--- src/rtl/loader_pkg.sv ---
// loader_pkg: shared state encoding and command bytes for inst_loader. Rev 1.0
// LOADER_CHECKSUM_EN adds the CSUM state.
`default_nettype none

package loader_pkg;

  typedef enum logic [2:0] {
    ST_IDLE   = 3'd0,
    ST_LEN_LO = 3'd1,
    ST_LEN_HI = 3'd2,
    ST_DATA   = 3'd3,
    ST_RUN    = 3'd4,
    ST_STEP   = 3'd5
`ifdef LOADER_CHECKSUM_EN
    , ST_CSUM = 3'd6
`endif
  } state_t;

  localparam logic [7:0] CMD_LOAD = 8'h4C;
  localparam logic [7:0] CMD_RUN  = 8'h52;
  localparam logic [7:0] CMD_STEP = 8'h53;
  localparam logic [7:0] CMD_HALT = 8'h48;

endpackage

`default_nettype wire

--- src/rtl/inst_loader_if.sv ---
// inst_loader_if: UART-side / datapath-side signal bundle for inst_loader. Rev 1.0
`default_nettype none

interface inst_loader_if #(
  parameter int NBITS = 32
);

  logic [7:0]       i_rx_data;
  logic             i_rx_valid;
  logic             i_halt;
  logic             o_im_we;
  logic [NBITS-1:0] o_im_addr;
  logic [NBITS-1:0] o_im_data;
  logic             o_cpu_en;
  logic             o_busy;
  logic             o_err;

  // Driving side: UART receiver and datapath feeding the loader.
  modport master (
    output i_rx_data, i_rx_valid, i_halt,
    input  o_im_we, o_im_addr, o_im_data, o_cpu_en, o_busy, o_err
  );

  modport slave (
    input  i_rx_data, i_rx_valid, i_halt,
    output o_im_we, o_im_addr, o_im_data, o_cpu_en, o_busy, o_err
  );

endinterface

`default_nettype wire

--- src/rtl/word_assembler.sv ---
// word_assembler: collects four bytes little-endian, flags the 4th byte combinationally. Rev 1.0
`default_nettype none

module word_assembler (
  input  logic        clk,
  input  logic        rst_n,
  input  logic        clr,
  input  logic        en,
  input  logic        valid,
  input  logic [7:0]  byte_in,
  output logic [31:0] word,
  output logic        word_done
);

  logic [23:0] shift_q;
  logic [1:0]  cnt_q;

  always_ff @(posedge clk or negedge rst_n) begin
    if (!rst_n) begin
      shift_q <= '0;
      cnt_q   <= '0;
    end else if (clr) begin
      shift_q <= '0;
      cnt_q   <= '0;
    end else if (en && valid) begin
      shift_q <= {byte_in, shift_q[23:8]};
      cnt_q   <= cnt_q + 2'd1;
    end
  end

  // The completing byte is merged on the fly so the write can issue on the next edge.
  assign word      = {byte_in, shift_q};
  assign word_done = en && valid && (cnt_q == 2'd3);

endmodule

`default_nettype wire

--- src/rtl/inst_loader.sv ---
// inst_loader: UART byte-stream loader for instruction memory plus CPU run/step gating. Rev 1.0
// Optional: LOADER_CHECKSUM_EN appends an XOR checksum byte after the payload.
`default_nettype none

module inst_loader
  import loader_pkg::*;
#(
  parameter int NBITS    = 32,
  parameter int MEM_SIZE = 1024,
  parameter int CNTBITS  = 16
) (
  input  logic         i_clk,
  input  logic         i_rst,
  inst_loader_if.slave bus
);

  localparam logic [CNTBITS:0] MAX_WORDS = (CNTBITS+1)'(MEM_SIZE / 4);

  state_t             state_q, state_d;
  logic [7:0]         len_lo_q, len_lo_d;
  logic [CNTBITS-1:0] count_q, count_d;
  logic [CNTBITS-1:0] index_q, index_d;
  logic [CNTBITS-1:0] index_inc;
  logic [CNTBITS-1:0] len_full;
  logic               im_we_q, im_we_d;
  logic [NBITS-1:0]   im_addr_q, im_addr_d;
  logic [NBITS-1:0]   im_data_q, im_data_d;
  logic               cpu_en_q, cpu_en_d;
  logic               busy_q, busy_d;
  logic               err_q, err_d;
  logic               asm_en, asm_clr;
  logic               word_done;
  logic [31:0]        word;
  logic               halt_byte;
`ifdef LOADER_CHECKSUM_EN
  logic [7:0]         csum_q, csum_d;
`endif

  word_assembler u_asm (
    .clk       (i_clk),
    .rst_n     (i_rst),
    .clr       (asm_clr),
    .en        (asm_en),
    .valid     (bus.i_rx_valid),
    .byte_in   (bus.i_rx_data),
    .word      (word),
    .word_done (word_done)
  );

  assign len_full  = CNTBITS'({bus.i_rx_data, len_lo_q});
  assign index_inc = index_q + CNTBITS'(1);
  assign halt_byte = bus.i_rx_valid && (bus.i_rx_data == CMD_HALT);

  always_ff @(posedge i_clk or negedge i_rst) begin
    if (!i_rst) begin
      state_q   <= ST_IDLE;
      len_lo_q  <= '0;
      count_q   <= '0;
      index_q   <= '0;
      im_we_q   <= 1'b0;
      im_addr_q <= '0;
      im_data_q <= '0;
      cpu_en_q  <= 1'b0;
      busy_q    <= 1'b0;
      err_q     <= 1'b0;
`ifdef LOADER_CHECKSUM_EN
      csum_q    <= '0;
`endif
    end else begin
      state_q   <= state_d;
      len_lo_q  <= len_lo_d;
      count_q   <= count_d;
      index_q   <= index_d;
      im_we_q   <= im_we_d;
      im_addr_q <= im_addr_d;
      im_data_q <= im_data_d;
      cpu_en_q  <= cpu_en_d;
      busy_q    <= busy_d;
      err_q     <= err_d;
`ifdef LOADER_CHECKSUM_EN
      csum_q    <= csum_d;
`endif
    end
  end

  always_comb begin
    state_d   = state_q;
    len_lo_d  = len_lo_q;
    count_d   = count_q;
    index_d   = index_q;
    im_we_d   = 1'b0;
    im_addr_d = im_addr_q;
    im_data_d = im_data_q;
    err_d     = err_q;
    asm_en    = 1'b0;
    asm_clr   = 1'b0;
`ifdef LOADER_CHECKSUM_EN
    csum_d    = csum_q;
`endif

    case (state_q)
      ST_IDLE: begin
        if (bus.i_rx_valid) begin
          case (bus.i_rx_data)
            CMD_LOAD: begin
              state_d = ST_LEN_LO;
              err_d   = 1'b0;
            end
            CMD_RUN: begin
              state_d = ST_RUN;
              err_d   = 1'b0;
            end
            CMD_STEP: begin
              state_d = ST_STEP;
              err_d   = 1'b0;
            end
            CMD_HALT: err_d = 1'b0;
            default:  err_d = 1'b1;
          endcase
        end
      end

      ST_LEN_LO: begin
        if (bus.i_rx_valid) begin
          len_lo_d = bus.i_rx_data;
          state_d  = ST_LEN_HI;
        end
      end

      ST_LEN_HI: begin
        if (bus.i_rx_valid) begin
          if (len_full == '0) begin
            state_d = ST_IDLE;
          end else if ({1'b0, len_full} > MAX_WORDS) begin
            err_d   = 1'b1;
            state_d = ST_IDLE;
          end else begin
            count_d = len_full;
            index_d = '0;
            asm_clr = 1'b1;
            state_d = ST_DATA;
`ifdef LOADER_CHECKSUM_EN
            csum_d  = '0;
`endif
          end
        end
      end

      ST_DATA: begin
        asm_en = 1'b1;
`ifdef LOADER_CHECKSUM_EN
        if (bus.i_rx_valid) csum_d = csum_q ^ bus.i_rx_data;
`endif
        if (word_done) begin
          im_we_d   = 1'b1;
          im_addr_d = NBITS'({index_q, 2'b00});
          im_data_d = NBITS'(word);
          index_d   = index_inc;
          // Leave on the edge that raises the final write strobe.
          if (index_inc == count_q) begin
`ifdef LOADER_CHECKSUM_EN
            state_d = ST_CSUM;
`else
            state_d = ST_IDLE;
`endif
          end
        end
      end

      ST_RUN: begin
        if (bus.i_halt || halt_byte) state_d = ST_IDLE;
      end

      ST_STEP: state_d = ST_IDLE;

`ifdef LOADER_CHECKSUM_EN
      ST_CSUM: begin
        if (bus.i_rx_valid) begin
          if (bus.i_rx_data != csum_q) err_d = 1'b1;
          state_d = ST_IDLE;
        end
      end
`endif

      default: state_d = ST_IDLE;
    endcase

    // Registering from the next state keeps these outputs aligned with state_q.
    cpu_en_d = (state_d == ST_RUN) || (state_d == ST_STEP);
    busy_d   = (state_d != ST_IDLE);
  end

  assign bus.o_im_we   = im_we_q;
  assign bus.o_im_addr = im_addr_q;
  assign bus.o_im_data = im_data_q;
  assign bus.o_cpu_en  = cpu_en_q;
  assign bus.o_busy    = busy_q;
  assign bus.o_err     = err_q;

endmodule

`default_nettype wire
--- src/flat_wrapper.sv ---
// flat-port wrapper written by rule: the top's interface ports become plain ports
module inst_loader_flat import loader_pkg::*;
#(
  parameter int NBITS    = 32,
  parameter int MEM_SIZE = 1024,
  parameter int CNTBITS  = 16
)
  (i_clk, i_rst, bus_i_rx_data, bus_i_rx_valid, bus_i_halt, bus_o_im_we, bus_o_im_addr, bus_o_im_data, bus_o_cpu_en, bus_o_busy, bus_o_err);
  inst_loader_if #(.NBITS(NBITS)) bus_i ();
  input  logic i_clk;
  input  logic i_rst;
  input wire logic [$bits(bus_i.i_rx_data)-1:0] bus_i_rx_data;
  input wire logic [$bits(bus_i.i_rx_valid)-1:0] bus_i_rx_valid;
  input wire logic [$bits(bus_i.i_halt)-1:0] bus_i_halt;
  output wire logic [$bits(bus_i.o_im_we)-1:0] bus_o_im_we;
  output wire logic [$bits(bus_i.o_im_addr)-1:0] bus_o_im_addr;
  output wire logic [$bits(bus_i.o_im_data)-1:0] bus_o_im_data;
  output wire logic [$bits(bus_i.o_cpu_en)-1:0] bus_o_cpu_en;
  output wire logic [$bits(bus_i.o_busy)-1:0] bus_o_busy;
  output wire logic [$bits(bus_i.o_err)-1:0] bus_o_err;
  assign bus_i.i_rx_data = bus_i_rx_data;
  assign bus_i.i_rx_valid = bus_i_rx_valid;
  assign bus_i.i_halt = bus_i_halt;
  assign bus_o_im_we = bus_i.o_im_we;
  assign bus_o_im_addr = bus_i.o_im_addr;
  assign bus_o_im_data = bus_i.o_im_data;
  assign bus_o_cpu_en = bus_i.o_cpu_en;
  assign bus_o_busy = bus_i.o_busy;
  assign bus_o_err = bus_i.o_err;
  inst_loader #(.NBITS(NBITS), .MEM_SIZE(MEM_SIZE), .CNTBITS(CNTBITS)) u_core (.i_clk(i_clk), .i_rst(i_rst), .bus(bus_i));
endmodule
--- config.mk ---
export PLATFORM = sky130hd
export DESIGN_NAME = inst_loader_flat
export DESIGN_NICKNAME = d
export VERILOG_FILES = /design/src/rtl/loader_pkg.sv /design/src/rtl/inst_loader_if.sv /design/src/rtl/word_assembler.sv /design/src/rtl/inst_loader.sv /design/src/flat_wrapper.sv
export SDC_FILE = /design/constraint.sdc
export NUM_CORES = 1
export LEC_CHECK = 0
export ABC_AREA = 1
export CELL_PAD_IN_SITES_DETAIL_PLACEMENT = 0
export CELL_PAD_IN_SITES_GLOBAL_PLACEMENT = 1
export CORE_MARGIN = 2
export CORE_UTILIZATION = 39
export DETAILED_ROUTE_END_ITERATION = 10
export GPL_TIMING_DRIVEN = 0
export PLACE_DENSITY_LB_ADDON = 0.25
export REMOVE_ABC_BUFFERS = 1
export SYNTH_ARGS = -nofsm -noshare
export SYNTH_HDL_FRONTEND = slang
export SYNTH_SLANG_ARGS = --single-unit
--- constraint.sdc ---
create_clock -name i_clk -period 3.22 [get_ports i_clk]
set_input_delay 0.644 -clock i_clk [delete_from_list [all_inputs] [get_ports i_clk]]
set_output_delay 0.644 -clock i_clk [all_outputs]
set_load 0.02 [all_outputs]
# Yosys cells after proc, flatten, opt, wreduce, memory -nomap -nowiden
# Index checks and enable logic that the tools add are counted.
dict set report totals {
  ff_bits 121
  latch_bits 0
  ramBits 0
  mem_bits_ro 0
  out_inout_bits 68
  mem_count 0
}
dict set report classes {
  n_addsub 2
  n_mul 0
  div 0
  n_lt_le_gt_ge 1
  n_eq_ne 18
  n_shift 0
  muxes 32
  bitwise 2
  reduce_logical 17
}
# op n
set ops {}
lappend ops {{2-to-1 mux 16 bit} 4}
lappend ops {{2-to-1 mux 24 bit} 2}
lappend ops {{equality test 8 x 7 -> 1 bit, second input constant} 4}
lappend ops {{case mux 16 bit (2 select lines)} 1}
lappend ops {{2-to-1 mux 3 bit} 7}
lappend ops {{adder 16 x 1 -> 16 bit, second input constant} 1}
lappend ops {{equality test 16 bit} 1}
lappend ops {{> comparator 16 x 9 -> 1 bit, second input constant} 1}
lappend ops {{logical NOT 16 bit} 1}
lappend ops {{case mux 3 bit (5 select lines)} 1}
lappend ops {{2-to-1 mux 1 bit} 12}
lappend ops {{inequality test 2 bit, second input constant} 5}
lappend ops {{AND reduction 5 bit} 2}
lappend ops {{equality test 3 bit, second input constant} 3}
lappend ops {{case mux 3 bit (3 select lines)} 1}
lappend ops {{equality test 3 x 2 -> 1 bit, second input constant} 2}
lappend ops {{2-to-1 mux 2 bit} 3}
lappend ops {{nonzero test 2 bit} 3}
lappend ops {{AND reduction 2 bit} 2}
lappend ops {{AND reduction 4 bit} 1}
lappend ops {{OR reduction 4 bit} 1}
lappend ops {{equality test 3 x 1 -> 1 bit, second input constant} 1}
lappend ops {{logical AND 1 bit} 3}
lappend ops {{logical NOT 3 bit} 1}
lappend ops {{other kinds (7)} 9}

# Logic depth before layout (Yosys ltp)
# Gate-level depths: netlist of the first run.
dict set report logic_depth {
  ltp_word 8
  mapped_depth 13
}

# Cells and area by module
# A second synthesis of the first run with hierarchy kept.
dict set report hier_totals {
  hier_cells 770
  hier_area_um2 6017.0
}
# module n_inst cells_per_inst area_per_inst_um2 seq_area_each_um2
set by_module_without_submodules {}
lappend by_module_without_submodules {inst_loader 1 591 4608.2 2377.3}
lappend by_module_without_submodules {word_assembler 1 179 1408.9 650.6}

# Worst setup path before layout of the first run
# No wires, ideal clock.
dict set report synth_path {
  path_kind {input to register}
  from {input port bus_i_rx_data[4]}
  to {register u_core.count_q[2]}
  setup_time_ns 0.116
  t_arrival_ns 1.758
  required_time_ns 3.104
  slack_ns 1.346
  path_stages 11
  cell_sequence {inv_1 > nand3_1 > nor2_1 > nand2_1 > nor3_2 > o21ai_2 > nor3_4 > inv_2 > buf_6 > nand2_1 > nand2_1}
}
dict set report synth_between {
  elab_chain_len 3
}
# element line_no
set synth_rtl {}
lappend synth_rtl {{start: declaration} flat_wrapper.sv:12} ;# input wire logic [$bits(bus_i.i_rx_data)-1:0] bus_i_rx_data;
lappend synth_rtl {{> comparator 16 x 9 -> 1 bit / logical NOT 16 bit (equally long branches)} {inst_loader.sv:134, inst_loader.sv:132}}
lappend synth_rtl {{inverter 1 bit (no source line)} n/a}
lappend synth_rtl {{AND reduction 4 bit (no source line) (*)} n/a}
lappend synth_rtl {{end signal: assignment} inst_loader.sv:72} ;# count_q <= count_d;
lappend synth_rtl {{end: declaration} inst_loader.sv:21} ;# logic [CNTBITS-1:0] count_q, count_d;
# Every way passes the cells marked *; elsewhere a longest branch is shown, timed or not.
# A chain may end at the register's enable or synchronous reset.

# Worst setup path after layout of the first run
dict set report layout_path {
  from {input port bus_i_rx_valid}
  to {register u_core.index_q[11]}
}
dict set report layout_between {
  elab_chain_len 4
}
# element line_no
set layout_rtl {}
lappend layout_rtl {{start: declaration} flat_wrapper.sv:13} ;# input wire logic [$bits(bus_i.i_rx_valid)-1:0] bus_i_rx_valid;
lappend layout_rtl {{logical AND 1 bit (2 in series)} word_assembler.sv:33} ;# assign word_done = en && valid && (cnt_q == 2'd3);
lappend layout_rtl {{inequality test 2 bit (no source line)} n/a}
lappend layout_rtl {{AND reduction 5 bit (no source line) (*)} n/a}
lappend layout_rtl {{end signal: assignment} inst_loader.sv:73} ;# index_q <= index_d;
lappend layout_rtl {{end: declaration} inst_loader.sv:22} ;# logic [CNTBITS-1:0] index_q, index_d;
# Marks and branches as above.

==> key figures, run 1 <==
Run
  – Max Cap Viol: 0

Floorplan
  – Die X: roughly 120 microns
  – Core Rows: 43
  – Initial Util: approximately two fifths
  – Core area: between 0.01 and 0.015 sq mm
  – Die height: 122.6 microns
  – Top Ports: 80
  – Die area: 0.01503 sq mm

Timing
  – Hold Vio Cnt, Final: 0
  – Slew @ Worst Pin: slightly above 1 ns
  – Setup Skew: just over 0.008 ns
  – Setup ws final: 0.3832 ns
  – Setup Viol. Count Final: 0
  – Slew margin rel.: between 30 and 40%
  – Hold slack: between 0.1 and 0.15 ns
  – Crit share post-route: between 80% and 90%
  – RSZ-0062 raised after global routing: no
  – Max-slew violation count: 0
  – Max frequency: ~350 MHz
  – Final min period: ~2.8 ns

Critical path
  – Kind of critical path: primary input to flop
  – Cell family with most CP delay: simple AND/OR/NAND/NOR gates
  – Slowest cell delay on critical path: roughly 0.62 ns
  – WP buf/inv: 2
  – Critical Path RT: between 3 and 4 ns
  – Crit path max fanout: 104
  – WP data arrival: between 3 and 4 ns
  – Slowest-stage cell, CP: clkdlybuf4s50_1
  – Setup crit start: bus_i_rx_valid
  – Critical-path cell list: clkdlybuf4s50_1 -> nand2_2 -> nor2_4 -> inv_6 -> nand2_1 -> nand2_1 -> nor2_4 -> o21ai_0
  – R2R Path Start: u_core.state_q[1]
  – Setup crit start kind: primary input
  – CP Capture Type: flop

CTS
  – CTS sink count: approximately 120
  – Root buf cell: clkbuf_16
  – Clk slew on worst S/H paths: 0.06 ns
  – Cts bufs inserted: 17
  – CTS tree: yes
  – H-tree levels: 4
  – Deepest clock path buffer count: 2
  – Clk Latency, worst-skew pair: 0.42 ns
  – Hold buffer count at CTS: 0

Routing
  – Post-route antenna net violation count: 0
  – Vias per cell: 4.770
  – Vias post-DR: approximately 4300
  – Routed WL: between 10 and 15 mm
  – Drt first-iter violations: ~320
  – Drt pass-1 iters: 4
  – Remaining DRCs: 0
  – Routed WL per cell: 13.69 microns

Finish
  – Share of cells above drive strength 1: 7.283%
  – Commonest cells after routing, fill and taps aside: 175 x nand2_1, 121 x dfrtp_1, 82 x inv_1
  – Commonest non-fill, non-tap cell in the layout: nand2_1
  – Final instance area: 0.006857 sq mm
  – Nets: between 700 and 800
  – Antenna Cells: 0
  – Area growth, synth to finish: 25.03%

GRT
  – Global-route wire length before repair: about 20 mm
  – Global route overflow: 0
  – Initial antenna violation count: 0
  – Largest net degree at the start of global routing: between 100 and 150
  – Vias in the first global route: approximately 4200
  – Total track usage: between 10% and 20%

Place
  – Port-buffer cells: 63
  – DP Worst Slack: -0.6335 ns
  – Post-DP Area: between 0.006 and 0.007 sq mm
  – Routability cong.: just over 0.8
  – DP Wirelength: ~8.1 mm

Synthesis
  – Post-Syn Area per Cell: about 8.6 sq um
  – #FFs+latches synth: 121
  – Cell variety after synth: 32
  – Sequential fraction of the synthesis area: between 50 and 60%
  – Ys async rst share: 100.0%
  – Yosys warning total: 0
  – Synthesized cell area: between 0.005 and 0.006 sq mm
  – Largest cells by area after synthesis: dfrtp_1 55%, nand2_1 12%, o21ai_0 6.8%
  – Main synth FF type: dfrtp_1
  – Top cell type's share of synthesized area: between 50% and 60%
  – Post-synth EDFFs: 0
  – Yosys top cell by area: dfrtp_1
  – Cells after Synth: around 640

Power
  – Maximum VDD drop: 0.0002939 V
  – Design Power: approximately 3.8 mW
  – Leakage: ~3.5 nW
  – Pwr dens: between 500 and 600 mW/mm^2

Min path
  – Hold Path Class: primary input to asynchronous set/reset pin

Run status
  – Status: finished clean
[sequential cells by signal, indices dropped and copies added, names as in the netlist]
register / count
u_core.bus.o_err: 1
u_core.len_lo_q: 8
u_core.u_asm.cnt_q: 2
u_core.bus.o_im_data: 32
u_core.state_q: 3
u_core.index_q: 16
u_core.bus.o_im_we: 1
u_core.bus.o_im_addr: 16
u_core.u_asm.shift_q: 24
u_core.bus.o_cpu_en: 1
u_core.count_q: 16
u_core.bus.o_busy: 1
[per-layer routing]
layer / track usage, % / part of all wire (%) / vias to the layer above
met5: 0 / 0 / -
met4: 7.040 / 1.7 / 0
met3: 5.344 / 4.4 / 15
met2: 27.12 / 46 / 83
met1: 23.33 / 48 / 2025
li1: - / - / 2141
[worst paths after layout]
path,to,slack (ns),cells past startpoint
hold / removal,u_core.bus.o_im_we,0.11,1
setup reg to reg,u_core.index_q[11],0.64,9
min in group i_clk,u_core.bus.o_im_addr[3],0.47,2
hold reg to reg,u_core.bus.o_im_addr[3],0.47,2
max in group asynchronous,u_core.state_q[0],2.35,2
setup / recovery,u_core.index_q[11],0.38,8
[cell families (layout without fill, tap and decap cells)]
logic type               after synthesis  after routing  share of synthesized area (%)
other                                  1             16                        0.06838
AO/OA/AOI/OAI                        111            111                          11.11
flip-flops                           121            121                          55.21
buffers and inverters                120            181                          9.856
XOR/XNOR                               7              7                          1.871
adder cells (fa/ha/maj)                2              2                         0.4562
AND/OR/NAND/NOR                      276            276                          21.42
[report_power, final]
part,switching [mW],internal (mW),total (mW)
sequential,0.0135,1.54,1.55
clock,0.748,1.31,2.06
combinational,0.104,0.0407,0.145
[area by class of cell]
cell class              instances  area (sq um)
clock buffers                  17         425.4
clock inverters                15         214.0
fillers                      1304          6970
inverters                      84         320.3
multi-input cells             412          1977
flip-flops and latches        121          3028
well taps                     180         225.2
repair buffers                 65         666.9
[per-stage QoR]
stage,TNS (ns),instances,util [%]
after global placement,-481.82,860,44.63
final,0,894,49.59
after CTS,0,893,49.52
after floorplan,0,617,-
after global routing,0,894,49.59
after detailed placement,-8.275,861,44.86
[synth_stat cells (all sizes together) (2+ instances only)]
| master | n |
|---|---|
| a21oi | 2 |
| buf | 25 |
| clkbuf | 11 |
| dfrtp | 121 |
| ha | 2 |
| inv | 84 |
| nand2 | 177 |
| nand3 | 32 |
| nand3b | 4 |
| nand4 | 8 |
| nor2 | 47 |
| nor3 | 4 |
| nor4 | 4 |
| o21ai | 82 |
| o22ai | 24 |
| xnor3 | 3 |
| xor2 | 4 |
[worst register-to-register path: stages, from the launching register on]
cell,delay (ns)
dfrtp_1,0.44
nand2_1,0.09
nor2_2,0.12
nand2_2,0.33
nor2_4,0.33
inv_6,0.25
nand2_1,0.20
nand2_1,0.13
nor2_4,0.37
o21ai_0,0.17
[what timing repair did]
action,in CTS,in global routing
hold endpoints to repair,0,0
pin swaps,0,1
setup endpoints to repair,15,15
gates cloned,0,0
setup buffers,0,1
resized for setup,1,1
Note: power is estimated with default switching activity, not from simulation.
==> run 2: changes to the inputs <==
Settings changed: HOLD_SLACK_MARGIN set to 0.1.
==> results of run 2 <==
No change in the layout: final DEF, timing and power equal those of run 1.
